## config.mk

```make
export PLATFORM = sky130hd
export DESIGN_NAME = tone_sequencer_flat
export DESIGN_NICKNAME = d
export VERILOG_FILES = /design/src/rtl/sound_pkg.sv /design/src/rtl/tone_sequencer_if.sv /design/src/rtl/tone_rom.sv /design/src/rtl/tone_sequencer.sv /design/src/flat_wrapper.sv
export SDC_FILE = /design/constraint.sdc
export NUM_CORES = 1
export LEC_CHECK = 0
export ABC_AREA = 1
export BUFFER_PORTS_ARGS = -buffer_cell sky130_fd_sc_hd__buf_4
export CORE_MARGIN = 4
export CORE_UTILIZATION = 25
export DETAILED_ROUTE_END_ITERATION = 10
export PLACE_DENSITY = 0.42
export SKIP_CTS_REPAIR_TIMING = 1
export SYNTH_ARGS = -nofsm -noshare
export SYNTH_HDL_FRONTEND = slang
export SYNTH_SLANG_ARGS = --single-unit
```

## constraint.sdc

```tcl
create_clock -name clk -period 4.6 [get_ports clk]
set_input_delay 0.92 -clock clk [delete_from_list [all_inputs] [get_ports clk]]
set_output_delay 0.92 -clock clk [all_outputs]
set_load 0.05 [all_outputs]
```

## src/rtl/sound_pkg.sv

```systemverilog
// Shared types and constants for the tone sequencer and its note ROM.
// Entry layout: [23] last, [22] rest, [21:15] duration ticks, [14:0] half-period.
package sound_pkg;

    localparam int NOTE_W    = 24;
    localparam int FREQ_W    = 15;
    localparam int DUR_W     = 7;
    localparam int ADDR_W    = 6;
    localparam int ROM_DEPTH = 64;

    localparam int LAST_BIT = 23;
    localparam int REST_BIT = 22;
    localparam int DUR_MSB  = 21;
    localparam int DUR_LSB  = 15;
    localparam int FREQ_MSB = 14;
    localparam int FREQ_LSB = 0;

    typedef enum logic [1:0] {
        TUNE_INTRO = 2'd0,
        TUNE_WAKA  = 2'd1,
        TUNE_DEATH = 2'd2,
        TUNE_FRUIT = 2'd3
    } tune_e;

    typedef struct packed {
        logic              last;
        logic              rest;
        logic [DUR_W-1:0]  dur;
        logic [FREQ_W-1:0] freq;
    } note_t;

    typedef logic [ROM_DEPTH-1:0][NOTE_W-1:0] rom_img_t;

    // Half-period counts at 50 MHz; lower octaves overflow 15 bits.
    localparam logic [FREQ_W-1:0] NOTE_C6 = 15'd23889;
    localparam logic [FREQ_W-1:0] NOTE_D6 = 15'd21282;
    localparam logic [FREQ_W-1:0] NOTE_E6 = 15'd18961;
    localparam logic [FREQ_W-1:0] NOTE_F6 = 15'd17897;
    localparam logic [FREQ_W-1:0] NOTE_G6 = 15'd15944;
    localparam logic [FREQ_W-1:0] NOTE_A6 = 15'd14205;
    localparam logic [FREQ_W-1:0] NOTE_B6 = 15'd12655;
    localparam logic [FREQ_W-1:0] NOTE_C7 = 15'd11945;

    function automatic note_t mk_note(
        input logic              last,
        input logic              rest,
        input logic [DUR_W-1:0]  dur,
        input logic [FREQ_W-1:0] freq
    );
        note_t n;
        n.last = last;
        n.rest = rest;
        n.dur  = dur;
        n.freq = freq;
        return n;
    endfunction

    function automatic rom_img_t default_tunes();
        rom_img_t r;
        r = '0;
        r[6'h00] = mk_note(1'b0, 1'b0, 7'd20, NOTE_C6);
        r[6'h01] = mk_note(1'b0, 1'b0, 7'd20, NOTE_E6);
        r[6'h02] = mk_note(1'b0, 1'b0, 7'd20, NOTE_G6);
        r[6'h03] = mk_note(1'b1, 1'b0, 7'd40, NOTE_C7);
        r[6'h10] = mk_note(1'b0, 1'b0, 7'd8, NOTE_G6);
        r[6'h11] = mk_note(1'b1, 1'b0, 7'd8, NOTE_E6);
        r[6'h20] = mk_note(1'b0, 1'b0, 7'd10, NOTE_C7);
        r[6'h21] = mk_note(1'b0, 1'b0, 7'd10, NOTE_B6);
        r[6'h22] = mk_note(1'b0, 1'b0, 7'd10, NOTE_A6);
        r[6'h23] = mk_note(1'b0, 1'b0, 7'd10, NOTE_G6);
        r[6'h24] = mk_note(1'b0, 1'b0, 7'd10, NOTE_F6);
        r[6'h25] = mk_note(1'b0, 1'b0, 7'd10, NOTE_E6);
        r[6'h26] = mk_note(1'b0, 1'b0, 7'd10, NOTE_D6);
        r[6'h27] = mk_note(1'b1, 1'b0, 7'd30, NOTE_C6);
        r[6'h30] = mk_note(1'b0, 1'b0, 7'd5, NOTE_C7);
        r[6'h31] = mk_note(1'b0, 1'b0, 7'd5, NOTE_E6);
        r[6'h32] = mk_note(1'b0, 1'b0, 7'd5, NOTE_C7);
        r[6'h33] = mk_note(1'b1, 1'b0, 7'd10, NOTE_G6);
        return r;
    endfunction

endpackage

```

## src/rtl/tone_sequencer_if.sv

```systemverilog
// Control/status bundle between the game FSM and the tone sequencer,
// including the tone outputs consumed by the speaker driver.
interface tone_sequencer_if;
    import sound_pkg::*;

    logic              start;
    logic [1:0]        tune_sel;
    logic              stop;
    logic              busy;
    logic              done;
    logic              play;
    logic [FREQ_W-1:0] frequency;

    modport master (
        output start, tune_sel, stop,
        input  busy, done, play, frequency
    );

    modport slave (
        input  start, tune_sel, stop,
        output busy, done, play, frequency
    );

endinterface

```

## src/rtl/tone_rom.sv

```systemverilog
// 64 x 24 note ROM with a registered read port (one cycle of latency).
// Contents come from the ROM_INIT image so each build can carry its own tunes.
module tone_rom
    import sound_pkg::*;
#(
    parameter rom_img_t ROM_INIT = default_tunes()
) (
    input  logic              clk,
    input  logic              rd_en_i,
    input  logic [ADDR_W-1:0] addr_i,
    output note_t             data_o
);

    note_t data_q;

    always_ff @(posedge clk) begin
        if (rd_en_i) begin
            data_q <= ROM_INIT[addr_i];
        end
    end

    assign data_o = data_q;

endmodule

```

## src/rtl/tone_sequencer.sv

```systemverilog
// Plays one of four stored tunes note by note, each note followed by a
// silent gap, driving the speaker's play/half-period inputs.
module tone_sequencer
    import sound_pkg::*;
#(
    parameter int       TICK_DIV  = 500000,
    parameter int       GAP_TICKS = 1,
    parameter rom_img_t ROM_INIT  = default_tunes()
) (
    input  logic           clk,
    input  logic           rst,
    tone_sequencer_if.slave bus
);

    localparam int TICK_W = $clog2(TICK_DIV);

    localparam logic [1:0] S_IDLE  = 2'd0;
    localparam logic [1:0] S_FETCH = 2'd1;
    localparam logic [1:0] S_NOTE  = 2'd2;
    localparam logic [1:0] S_GAP   = 2'd3;

    logic [1:0]        state_q, state_d;
    logic [ADDR_W-1:0] addr_q, addr_d;
    logic [TICK_W-1:0] tick_q, tick_d;
    logic [DUR_W-1:0]  dur_q, dur_d;
    logic              ld_q, ld_d;
    logic              busy_q, busy_d;
    logic              done_q, done_d;
    logic              play_q, play_d;
    logic [FREQ_W-1:0] freq_q, freq_d;

    note_t note;
    logic  tick_hit;
    logic  tune_end;

    tone_rom #(
        .ROM_INIT (ROM_INIT)
    ) u_rom (
        .clk     (clk),
        .rd_en_i (state_q == S_FETCH),
        .addr_i  (addr_q),
        .data_o  (note)
    );

    assign tick_hit = (tick_q == TICK_W'(TICK_DIV - 1));
    assign tune_end = note.last | (addr_q[3:0] == 4'hF);

    always_comb begin
        state_d = state_q;
        addr_d  = addr_q;
        tick_d  = tick_hit ? '0 : tick_q + 1'b1;
        dur_d   = dur_q;
        ld_d    = ld_q;
        busy_d  = busy_q;
        done_d  = 1'b0;
        play_d  = play_q;
        freq_d  = freq_q;

        unique case (state_q)
            S_IDLE: begin
                tick_d = '0;
                if (bus.start && !bus.stop) begin
                    state_d = S_FETCH;
                    addr_d  = {bus.tune_sel, 4'h0};
                    busy_d  = 1'b1;
                end
            end
            S_FETCH: begin
                state_d = S_NOTE;
                ld_d    = 1'b1;
                tick_d  = '0;
            end
            S_NOTE: begin
                // First NOTE cycle: ROM data has just arrived.
                if (ld_q) begin
                    ld_d   = 1'b0;
                    tick_d = '0;
                    freq_d = note.freq;
                    play_d = ~note.rest & (note.freq != '0);
                    dur_d  = (note.dur == '0) ? DUR_W'(1) : note.dur;
                end else if (tick_hit) begin
                    dur_d = dur_q - 1'b1;
                    if (dur_q == DUR_W'(1)) begin
                        state_d = S_GAP;
                        play_d  = 1'b0;
                        dur_d   = DUR_W'(GAP_TICKS);
                    end
                end
            end
            S_GAP: begin
                if (GAP_TICKS == 0 || (tick_hit && dur_q == DUR_W'(1))) begin
                    if (tune_end) begin
                        state_d = S_IDLE;
                        done_d  = 1'b1;
                        busy_d  = 1'b0;
                        freq_d  = '0;
                    end else begin
                        state_d = S_FETCH;
                        addr_d  = addr_q + 1'b1;
                    end
                end else if (tick_hit) begin
                    dur_d = dur_q - 1'b1;
                end
            end
            default: begin
                state_d = S_IDLE;
            end
        endcase

        if (state_q != S_IDLE && bus.stop) begin
            state_d = S_IDLE;
            ld_d    = 1'b0;
            tick_d  = '0;
            dur_d   = '0;
            busy_d  = 1'b0;
            done_d  = 1'b0;
            play_d  = 1'b0;
            freq_d  = '0;
        end
    end

    always_ff @(posedge clk) begin
        if (rst) begin
            state_q <= S_IDLE;
            addr_q  <= '0;
            tick_q  <= '0;
            dur_q   <= '0;
            ld_q    <= 1'b0;
            busy_q  <= 1'b0;
            done_q  <= 1'b0;
            play_q  <= 1'b0;
            freq_q  <= '0;
        end else begin
            state_q <= state_d;
            addr_q  <= addr_d;
            tick_q  <= tick_d;
            dur_q   <= dur_d;
            ld_q    <= ld_d;
            busy_q  <= busy_d;
            done_q  <= done_d;
            play_q  <= play_d;
            freq_q  <= freq_d;
        end
    end

    assign bus.busy      = busy_q;
    assign bus.done      = done_q;
    assign bus.play      = play_q;
    assign bus.frequency = freq_q;

endmodule

```

## src/flat_wrapper.sv

```systemverilog
// flat-port wrapper written by rule: the top's interface ports become plain ports
module tone_sequencer_flat import sound_pkg::*;
#(
    parameter int       TICK_DIV  = 500000,
    parameter int       GAP_TICKS = 1,
    parameter rom_img_t ROM_INIT  = default_tunes()
)
  (clk, rst, bus_start, bus_tune_sel, bus_stop, bus_busy, bus_done, bus_play, bus_frequency);
  tone_sequencer_if bus_i ();
  input  logic clk;
  input  logic rst;
  input wire logic [$bits(bus_i.start)-1:0] bus_start;
  input wire logic [$bits(bus_i.tune_sel)-1:0] bus_tune_sel;
  input wire logic [$bits(bus_i.stop)-1:0] bus_stop;
  output wire logic [$bits(bus_i.busy)-1:0] bus_busy;
  output wire logic [$bits(bus_i.done)-1:0] bus_done;
  output wire logic [$bits(bus_i.play)-1:0] bus_play;
  output wire logic [$bits(bus_i.frequency)-1:0] bus_frequency;
  assign bus_i.start = bus_start;
  assign bus_i.tune_sel = bus_tune_sel;
  assign bus_i.stop = bus_stop;
  assign bus_busy = bus_i.busy;
  assign bus_done = bus_i.done;
  assign bus_play = bus_i.play;
  assign bus_frequency = bus_i.frequency;
  tone_sequencer #(.TICK_DIV(TICK_DIV), .GAP_TICKS(GAP_TICKS), .ROM_INIT(ROM_INIT)) u_core (.clk(clk), .rst(rst), .bus(bus_i));
endmodule
```

### Word-level counts from Yosys, hierarchy flattened

Memory sizes are Yosys's and may differ from the RTL's. A register that Yosys moved wholly into a read port is not among the register bits.
Index checks and enable logic that the tools add are counted.
W data, S select, Z words.

* output and inout bits: 18
* memory bits (read-only): 1536
* logic and storage cells: 91
* bits in registers: 53
* memories: 1
* bits of input ports: 6

* bitwise gates (word level): 5
* add/subtract/negate cells: 3
* multiplexer cells: 34
* eq/ne operators: 17
* reductions and logical operators: 22

Memories
* (no name shown): words 64, bits a word 24, rd ports 1, clocked after memory_dff 1, wr ports 0, RTL line tone_rom.sv:18 `data_q <= ROM_INIT[addr_i];`

Operator list (count)
* $mux W15: 3
* $mux W7: 6
* $mux W19: 2
* $pmux W19 S2: 1
* $pmux W15 S2: 1
* $add A19 B1 Y19 const B: 1
* $eq A19 B19 Y1 const B: 1
* $mux W6: 3
* $reduce_and A4 Y1: 4
* $reduce_bool A15 Y1: 1
* $ne A2 B1 Y1 const B: 7
* $pmux W7 S2: 1
* $pmux W6 S2: 1
* $reduce_bool A2 Y1: 6
* $mux W2: 5
* $mux W1: 8
* $pmux W2 S4: 1
* $eq A7 B1 Y1 const B: 1
* $logic_not A7 Y1: 1
* $sub A7 B1 Y7 const B: 1
* $add A6 B1 Y6 const B: 1
* $ne A2 B2 Y1 const B: 3
* $reduce_and A5 Y1: 1
* $eq A2 B2 Y1 const B: 2
* other kinds (13): 19

### Depth between registers and ports, before layout

* depth after elaboration: 5
* gate-level depth with buffers: 12
* gate-level depth less buffers: 11

### Cells and area by module

A second synthesis with hierarchy kept.

* cells, all modules: 559
* area total of the unflattened synthesis: 4206.5 um^2

Modules (own cells, without submodules)
* tone_sequencer: cells an instance 399, seq. area each 1061.0 um^2, area an instance 2820.2 um^2, times used 1
* tone_rom: cells an instance 160, seq. area each 660.6 um^2, area an instance 1386.3 um^2, times used 1

### Worst setup path before layout

OpenSTA, ideal clock, no wires.

* path kind: input to register
* start point: input port bus_stop
* end point: register u_core.addr_q[0]
* required time: 4.484 ns
* stages on the path: 8
* buffers on the path: 0
* data arrival time: 1.697 ns
* library setup time: 0.116 ns
* setup slack: 2.787 ns
* cell sequence: inv_1 > a21oi_1 > a21oi_1 > nand2_1 > inv_1 > nand2_1 > o21ai_0 > nor2_1

* longest elaborated chain between the ends: 4

Ends and longest elaborated chain
* start, declared: RTL line flat_wrapper.sv:14 `input wire logic [$bits(bus_i.stop)-1:0] bus_stop;`
* $logic_not A1 Y1: RTL line tone_sequencer.sv:62 `if (bus.start && !bus.stop) begin`
* $logic_and A1 B1 Y1: RTL line tone_sequencer.sv:62
* $ne A2 B1 Y1 (no line)
* $reduce_and A4 Y1 (no line)
* end signal, assigned: RTL line tone_sequencer.sv:135 `addr_q <= addr_d;`
* end, declared: RTL line tone_sequencer.sv:23 `logic [ADDR_W-1:0] addr_q, addr_d;`

Every way passes these cells.
A chain may end at the register's enable or synchronous reset.

### Worst setup path after layout

* start point: register u_core.state_q[1]
* end point: register u_core.freq_q[0], in the netlist u_core.bus.frequency[0]

* longest elaborated chain between the ends: 3
* elaborated cells between the ends (all ways): 11
* classes of those cells: eq/ne (5); mux (1); reduce/logical (5)

Ends and longest elaborated chain
* start, declared: RTL line tone_sequencer.sv:22 `logic [1:0] state_q, state_d;`
* start signal, assigned: RTL line tone_sequencer.sv:134 `state_q <= state_d;`
* $eq A2 B2 Y1 / $reduce_bool A2 Y1 (equally long branches): RTL line tone_sequencer.sv:59, tone_sequencer.sv:110
* $ne A2 B1 Y1 (no line) (tied with other cells)
* $reduce_and A4 Y1 (no line) / $reduce_or A2 Y1 (equally long branches)
* end signal, assigned: RTL line tone_sequencer.sv:142 `freq_q <= freq_d;`
* end, declared: RTL line tone_sequencer.sv:30 `logic [FREQ_W-1:0] freq_q, freq_d;`

Several ways; a longest one is shown, not always the timed one.

==> results.sh <==
export IMPL_synthCells=565
export IMPL_synth_cell_type_count=40
export IMPL_power_density_mw_per_mm2=604
export IMPL_fin_skew_ns=0.00899
export IMPL_cts_tree="built"
export IMPL_startpoint_type="flip-flop"
export IMPL_fillCellCount=1782
export IMPL_cpLargestDelayFamily="simple AND/OR/NAND/NOR gates"
export IMPL_worst_setup_path_type="flip-flop to flip-flop"
export IMPL_antenna_found_initial=0
export IMPL_cts_buffers=9
export IMPL_worstPathArrival_ns=2.90
export IMPL_first_pass_iters=4
export IMPL_cts_root_buffer="clkbuf_16"
export IMPL_synth_edff_count=22
export IMPL_cp_required_ns=4.83
export IMPL_finalHoldViolCount=0
export IMPL_path_cells="ha_1 -> inv_1 -> nand2_1 -> nand3_2 -> a21oi_1 -> nor2_1"
export IMPL_min_to="u_core.tick_q[0]"
export IMPL_die_h_um=136
export IMPL_min_path_cells=1
export IMPL_num_nets_final=612
export IMPL_grt_pass1_wl_mm=16.5
export IMPL_io_pins=24
export IMPL_fin_util_pct=30.1
export IMPL_postRouteAntennaNets=0
export IMPL_wl_mm=9.73
export IMPL_grt_pass1_vias=3331
export IMPL_globalRoute_totalOverflow=0
export IMPL_endpoint_kind="flip-flop"
export IMPL_hpwl_mm=7.36
export IMPL_wl_per_cell_um=12.0
export IMPL_irDropWorstVdd_uv=213
export IMPL_crit_buf_inv=1
export IMPL_hold_path_startpoint="u_core.tick_q[0]"
export IMPL_drive_gt1_share_pct=9.93
export IMPL_ys_ff_latch=75
export IMPL_die_area_mm2=0.0186
export IMPL_status="finished, final reports clean"
export IMPL_yosys_warnings=0
export IMPL_power_mw=2.91
export IMPL_r2r_start="u_core.state_q[1]"
export IMPL_initial_core_util_pct=25.7
export IMPL_rsz0062_at_grt="no"
export IMPL_gp_congestion=0.885
export IMPL_port_buffers=23
export IMPL_synth_flop_cell="dfxtp_1"
export IMPL_vias_per_cell=4.26
export IMPL_synth_seq_area_share_pct=41.8
export IMPL_antenna_cells=0
export IMPL_fmax_mhz=374
export IMPL_synth_avg_cell_area_um2=7.29
export IMPL_period_minus_slack_ns=2.67
export IMPL_die_width_um=136
export IMPL_report_final_setup_viol=0
export IMPL_stdcell_count=810
export IMPL_ff2ff_path_depth=6
export IMPL_slew_headroom_pct=35.6
export IMPL_rows=46
export IMPL_ff2ff_setup_slack_ns=1.93
export IMPL_cp_max_fo=29
export IMPL_p_leak_nw=1.98
export IMPL_placed_cells=794
export IMPL_synth_nets=588
export IMPL_final_max_slew_violation_count=0
export IMPL_clk_pin_slew_ns=0.06
export IMPL_h_tree_depth=3
export IMPL_cp_slowest_stage_delay_ns=0.57
export IMPL_numClockSinks=75
export IMPL_drt_initial_drc_count=223
export IMPL_grt_usage_pct=11.2
export IMPL_maxCapViolCount=0
export IMPL_clock_latency_ns=0.34
export IMPL_worst_pin_slew_ns=0.965
export IMPL_hp_class="flip-flop to flip-flop"
export IMPL_cts_buffer_depth=2
export IMPL_finalSetupTns_ns=0
export IMPL_async_flop_share_pct=0
export IMPL_syn_to_final_growth_pct=16.9
export IMPL_fin_crit_sh_pct=58.1
export IMPL_dr_total_vias=3450
export IMPL_r2r_end="u_core.bus.frequency[0]"
export IMPL_drc_errors=0
export IMPL_syn_area_mm2=0.00412
export IMPL_cp_slowest_cell="nand3_2"
export IMPL_core_area_mm2=0.0160
export IMPL_grt_max_degree=30
cell usage in the layout (no fill, tap or decap), types with 3 or more instances in the layout:
cell type,count
ha_1,17
o21bai_1,3
nand4_1,11
edfxtp_1,22
dfxtp_1,53
xor2_1,11
clkinv_1,4
o31ai_1,5
nand3_1,26
inv_1,76
nor4_1,3
a21oi_1,24
o21ai_0,15
clkbuf_16,9
nor3_1,14
buf_4,24
nor2_1,94
nand2_1,142
a21oi_2,11
cells in the mapped netlist (all sizes together) (3+ instances only):
cell type | number | share of area (%)
clkinv | 3 | 0.27
nor2 | 98 | 9.4
o31ai | 5 | 0.91
ha | 17 | 5.2
nor3 | 14 | 1.7
nand4 | 11 | 1.7
clkbuf | 4 | 0.36
edfxtp | 22 | 16
nor4 | 3 | 0.46
xor2 | 11 | 2.3
o21bai | 3 | 0.55
nand2 | 144 | 13
dfxtp | 53 | 26
o21ai | 15 | 1.8
nand3 | 29 | 4.1
inv | 78 | 7.1
a21oi | 35 | 5.3
buf | 7 | 1.2
area by class of cell:
cell class,instances,area (µm²),area share [%]
multi-input cells,398,2030,42.1
flip-flops and latches,75,1720,35.8
inverters,81,304,6.32
well taps,216,270,5.61
clock buffers,11,233,4.83
repair buffers,24,180,3.74
clock inverters,5,78.8,1.64
worst max-delay path by stage:
stage	start	end	slack [ns]	depth (start not counted)
2_1_floorplan	bus_stop	u_core.addr_q[0]	2.79	8
4_1_cts	u_core.state_q[1]	u_core.bus.frequency[13]	1.88	6
3_3_place_gp	u_core.state_q[0]	u_core.bus.frequency[11]	1.91	7
6_report	u_core.state_q[1]	u_core.bus.frequency[0]	1.93	6
5_1_grt	u_core.state_q[0]	u_core.bus.frequency[7]	1.61	7
3_5_place_dp	u_core.state_q[1]	u_core.bus.frequency[13]	1.89	6
flip-flops by register name, summed over array words and instances (netlist names):
signal	count
u_core.addr_q	6
u_core.bus.busy	1
u_core.bus.done	1
u_core.bus.frequency	15
u_core.bus.play	1
u_core.dur_q	7
u_core.ld_q	1
u_core.state_q	2
u_core.tick_q	19
u_core.u_rom.data_o	22
metal layers:
metal	part of all wire [%]	wire (µm)	global-route usage (%)
met1	52	5100	15.8
met2	43	4150	16.6
met3	3.6	354	2.89
met4	1.3	131	3.53
met5	0	0	0
kinds of logic after synthesis:
kind of cell | count (synthesis) | synth area share [%]
DFF | 75 | 41.8
xor gates and xnor gates | 12 | 2.55
adders and majority gates | 17 | 5.17
AOI/OAI and AO/OA | 68 | 10.4
buffers and inverters | 92 | 8.99
and+or+nand+nor | 301 | 31.1
power breakdown:
part	leakage [nW]	internal, mW	switching [mW]
clock	0.143	0.473	0.276
combinational	1.21	0.367	0.814
sequential	0.631	0.872	0.104
worst reg2reg max path: stages, from the launching register on:
cell and delay (ns):
dfxtp_1 0.39, ha_1 0.33, inv_1 0.48, nand2_1 0.41, nand3_2 0.57, a21oi_1 0.33, nor2_1 0.06
through the flow:
step	hold WS [ns]	cell area [µm²]	setup slack (ns)
4_1_cts	0.453	4810	1.88
3_5_place_dp	0.445	4500	1.89
6_report	0.449	4810	1.93
2_1_floorplan	0.417	4120	2.79
3_3_place_gp	0.433	4500	1.91
5_1_grt	0.472	4810	1.61
(Power assumes the default switching activity.)
